File: config.mk
export PLATFORM = sky130hd
export DESIGN_NAME = fifo_axi_rr_arbiter
export DESIGN_NICKNAME = d
export VERILOG_FILES = /design/src/rtl/fifo_axi_rr_arbiter.sv
export SDC_FILE = /design/constraint.sdc
export NUM_CORES = 1
export LEC_CHECK = 0
export CORE_ASPECT_RATIO = 1.75
export CORE_MARGIN = 4
export CORE_UTILIZATION = 38
export CTS_CLUSTER_DIAMETER = 120
export CTS_CLUSTER_SIZE = 30
export DETAILED_ROUTE_END_ITERATION = 10
export GPL_ROUTABILITY_DRIVEN = 0
export PLACE_DENSITY = 0.8
export SETUP_SLACK_MARGIN = 0.15
export SYNTH_ARGS = -nofsm -noshare
export SYNTH_HDL_FRONTEND = slang
export SYNTH_SLANG_ARGS = --single-unit
File: constraint.sdc
create_clock -name clk -period 2.8 [get_ports clk]
set_clock_uncertainty 0.05 [all_clocks]
set_input_delay 0.42 -clock clk [delete_from_list [all_inputs] [get_ports clk]]
set_output_delay 0.42 -clock clk [all_outputs]
set_load 0.05 [all_outputs]
File: src/rtl/fifo_axi_rr_arbiter.sv
// Packet-granular round-robin arbiter feeding fifo_4096_axi from two AXI-stream sources.
// Optional build macro FIFO_ARB_WATERMARK_EN: hold off new grants while fifo_level >= HIGH_WATER.
module fifo_axi_rr_arbiter #(
  parameter int DataWidth     = 16,
  parameter int Depth         = 4096,
  parameter int PtrWidth      = $clog2(Depth),
  parameter int HIGH_WATER    = 2048,
  parameter int MAX_PKT_BEATS = 256
) (
  input  logic                 clk,
  input  logic                 rst,
  input  logic [DataWidth-1:0] s0_data,
  input  logic                 s0_valid,
  output logic                 s0_ready,
  input  logic                 s0_last,
  input  logic [DataWidth-1:0] s1_data,
  input  logic                 s1_valid,
  output logic                 s1_ready,
  input  logic                 s1_last,
  output logic [DataWidth-1:0] m_data,
  output logic                 m_valid,
  input  logic                 m_ready,
  output logic                 m_last,
  input  logic [PtrWidth:0]    fifo_level,
  output logic [1:0]           grant,
  output logic [15:0]          pkt_cnt,
  output logic                 err_trunc,
  output logic [1:0]           state_dbg
);

  localparam int BW = $clog2(MAX_PKT_BEATS) + 1;
  localparam int LW = PtrWidth + 1;
  localparam logic [BW-1:0] TRUNC_AT = BW'(MAX_PKT_BEATS - 1);

  typedef enum logic [1:0] {IDLE = 2'd0, G0 = 2'd1, G1 = 2'd2} state_e;

  state_e          state_q, state_d;
  logic            rr_q, rr_d;
  logic [BW-1:0]   beat_q, beat_d;
  logic [15:0]     pkt_q, pkt_d;
  logic            err_q, err_d;
  logic            trunc;
  logic            src_last;
  logic            grant_ok;

`ifdef FIFO_ARB_WATERMARK_EN
  assign grant_ok = (fifo_level < LW'(HIGH_WATER));
`else
  logic level_unused;
  assign level_unused = ^fifo_level;
  assign grant_ok     = 1'b1;
`endif

  assign trunc = (beat_q == TRUNC_AT);

  // Handshake: a beat moves when valid & ready are both high on a rising edge; valid never
  // waits on ready. Ready is decoded from the registered owner only, so no valid->ready path.
  always_comb begin
    state_d  = state_q;
    rr_d     = rr_q;
    beat_d   = beat_q;
    pkt_d    = pkt_q;
    err_d    = err_q;
    s0_ready = 1'b0;
    s1_ready = 1'b0;
    m_valid  = 1'b0;
    m_last   = 1'b0;
    m_data   = s0_data;
    src_last = 1'b0;
    case (state_q)
      IDLE: begin
        if (grant_ok) begin
          if (s0_valid && s1_valid) state_d = rr_q ? G0 : G1;
          else if (s0_valid)        state_d = G0;
          else if (s1_valid)        state_d = G1;
        end
      end
      G0: begin
        m_data   = s0_data;
        m_valid  = s0_valid;
        s0_ready = m_ready;
        src_last = s0_last;
        m_last   = s0_last | trunc;
      end
      G1: begin
        m_data   = s1_data;
        m_valid  = s1_valid;
        s1_ready = m_ready;
        src_last = s1_last;
        m_last   = s1_last | trunc;
      end
      default: state_d = IDLE;
    endcase

    if (m_valid && m_ready) begin
      if (m_last) begin
        // Pointer remembers the last owner so the other source wins the next tie.
        state_d = IDLE;
        rr_d    = (state_q == G1);
        beat_d  = '0;
        pkt_d   = pkt_q + 16'd1;
        if (trunc && !src_last) err_d = 1'b1;
      end else begin
        beat_d = beat_q + BW'(1);
      end
    end
  end

  always_ff @(posedge clk) begin
    if (rst) begin
      state_q <= IDLE;
      rr_q    <= 1'b1;
      beat_q  <= '0;
      pkt_q   <= '0;
      err_q   <= 1'b0;
    end else begin
      state_q <= state_d;
      rr_q    <= rr_d;
      beat_q  <= beat_d;
      pkt_q   <= pkt_d;
      err_q   <= err_d;
    end
  end

  assign grant     = {state_q == G1, state_q == G0};
  assign pkt_cnt   = pkt_q;
  assign err_trunc = err_q;
  assign state_dbg = state_q;

endmodule

==> flow_summary.ini <==
[outcome]
status = complete, no violations

[timing]
drv_slew = 0
fin_ws_ns = 0.231
hold_viol = 0
max-slew-margin-rel_pct = 45.2
timing.fmax_mhz = 389
tightest_slew_ns = 0.821
rsz0062_at_grt = false
finalSetupViolCount = 0
timing.setup.tns_ns = 0
period_needed_ns = 2.57
timing.final.crit_share_pct = 91.8

[routing]
vias = 1738
first_pass_iters = 4
ant_nets = 0
wl_per_cell_microns = 14.4
drc = 0
drt_iter0_markers = 45
route.final.wire_length_microns = 4560
vias_per_cell = 5.50

[clock_tree]
cts_hold_buf = 0
clock-sinks = 29
cts.reportedPaths.clkPinSlew_ns = 0.06
h-tree-depth = 2
cts_buffers = 5
tritoncts = built
cts_setup_buffers = 0
cts_root_buf = clkbuf_8
cts_buffer_depth = 2
post_cts_resized = 16
clock_latency_ns = 0.28

[synth]
synth_cells = 188
syn_nets = 246
synth-edff-count = 0
ys.flop_type = dfxtp_1
ys_warn_count = 0
synth_area_per_cell_sq_um = 8.80
syn_area_sq_mm = 0.00166
seq_area_frac_synth_pct = 35.1
yosysUniqueCellTypes = 35
synthArstFlopShare_pct = 0
ys_ff_latch = 29

[grt]
grt_pass1_wl_microns = 7750
grt_start_max_net_pins = 24
overflow = 0
grtUsageTotal_pct = 17.9
antenna_found_initial = 0
grt_pass1_vias = 1771

[final_layout]
syn2layout_area_growth_pct = 57.3
final_area_sq_mm = 0.00260
layout.nets = 324
drive_above_1_share_pct = 13.1
fill_cells = 378
antenna_cells = 0
seq_area_sq_um = 583
multi_input_area_sq_mm = 0.00102

[worst_setup_path]
r2r_start = state_dbg[0]
arrival_ns = 2.10
cp_max_fo = 23
critPathLaunchType = register
critPathLaunch = state_dbg[0]
path_class = reg -> out
endpoint_kind = output pin
required_ns = 2.33

[power_and_ir_drop]
p_leak_uw = 0.000907
power.density_mw_per_mm2 = 493
vdd_drop_max_mv = 0.511

[min_path]
holdCritStartpoint = beat_q[8]
hold_class = reg -> reg

[place]
pre_cts_ws_ns = 0.273
place_hpwl_microns = 3550
place_area_sq_mm = 0.00249
port_buffers = 79

[flow_run]
cap_violations = 0

[floorplanning]
ios = 93
die_h_microns = 95.3
core_sq_mm = 0.00419
fp-row-count = 31
die_area_sq_mm = 0.00552
die_w_microns = 57.9
initial_utilization_pct = 39.5
## worst max-delay path, cell delays in order, from the launching register on
cell,delay (ns)
dfxtp_2,0.34
inv_1,0.15
ha_4,0.34
and2_1,0.17
clkdlybuf4s50_1,0.80
## synth_stat cells (all sizes together) (3+ instances only)
master | instances | area share, %
mux2 | 17 | 12
inv | 7 | 1.6
o21ai | 4 | 1.2
xor2 | 4 | 2.1
nand3 | 7 | 2.1
and2 | 5 | 1.9
or3 | 3 | 1.1
nand2 | 10 | 2.3
nand4 | 5 | 1.9
and4 | 4 | 2.1
dfxtp | 29 | 35
ha | 6 | 4.5
o31ai | 10 | 4.5
clkbuf | 8 | 1.8
xnor2 | 5 | 2.6
a21oi | 17 | 5.1
or4 | 10 | 4.5
nor2 | 16 | 3.6
## cells in the final DEF, fill, tap and decap left out, drive strengths merged, types with 3 or more instances in the layout
master         Yosys  routed
xor2               4       4
and2               5       5
nand4              5       5
nand2             10      10
or3                3       3
mux2              17      17
o31ai             10      10
o21ai              4       4
a21oi             17      17
nand3              7       7
inv                7       7
nor2              16      16
buf                2       4
xnor2              5       5
clkbuf             8       5
dlygate4sd2        0      16
clkdlybuf4s50      0      61
dfxtp             29      29
or4               10      10
and4               4       4
ha                 6       6
## power by group
group	switching [uW]	internal, uW	leakage [uW]	total [uW]
logic	207	133	0.000605	340
clock network	166	353	0.0000681	520
registers	6.58	418	0.000235	425
total	380	904	0.000907	1280
## logic make-up (layout without fill, tap and decap cells)
group                    count (synthesis)  in the layout  synth area share, %
AND/OR/NAND/NOR                         69             69                 23.6
AO/OA/AOI/OAI                           40             40                 15.6
flip-flops                              29             29                 35.1
multiplexers                            18             18                 12.2
buffers and inverters                   17             96                 4.31
XOR/XNOR                                 9              9                 4.76
adder cells (fa/ha/maj)                  6              6                 4.54
## state kept, by name, indices dropped and copies added, names as in the netlist
name / count
beat_q: 9
err_trunc: 1
pkt_cnt: 16
rr_q: 1
state_dbg: 2
## metal layers
metal  wire length, microns  up-vias  GRT usage [%]
li1                       -      850              -
met1                   1640      804           17.5
met2                   2420       79           33.8
met3                    406        5           5.28
met4                     87        0           7.54
met5                      0        -              0
## layout make-up
cell class | count | share of cell area (%)
Sequential cell | 29 | 22.4
Tap cell | 49 | 2.35
Inverter | 7 | 1.01
Timing Repair Buffer | 81 | 30.0
Clock buffer | 5 | 2.64
Clock inverter | 3 | 2.50
Multi-Input combinational cell | 142 | 39.1
## path summary, 6_finish.rpt
kind,slack (ns),cells after the start,to
max,0.23,4,s1_ready
min reg2reg,0.40,2,beat_q[8]
max reg2reg,0.35,6,beat_q[0]
min,0.40,2,beat_q[8]
## metrics by stage
stage	std cells	hold WS [ns]	total power, uW	utilization (%)
6_report	316	0.404	1280	62.2
5_1_grt	316	0.429	1330	62.2
3_5_place_dp	308	0.397	792	59.4
4_1_cts	316	0.404	1300	62.2
3_3_place_gp	308	0.390	788	59.4
2_1_floorplan	188	0.382	654	-
(Power assumes the default switching activity.)
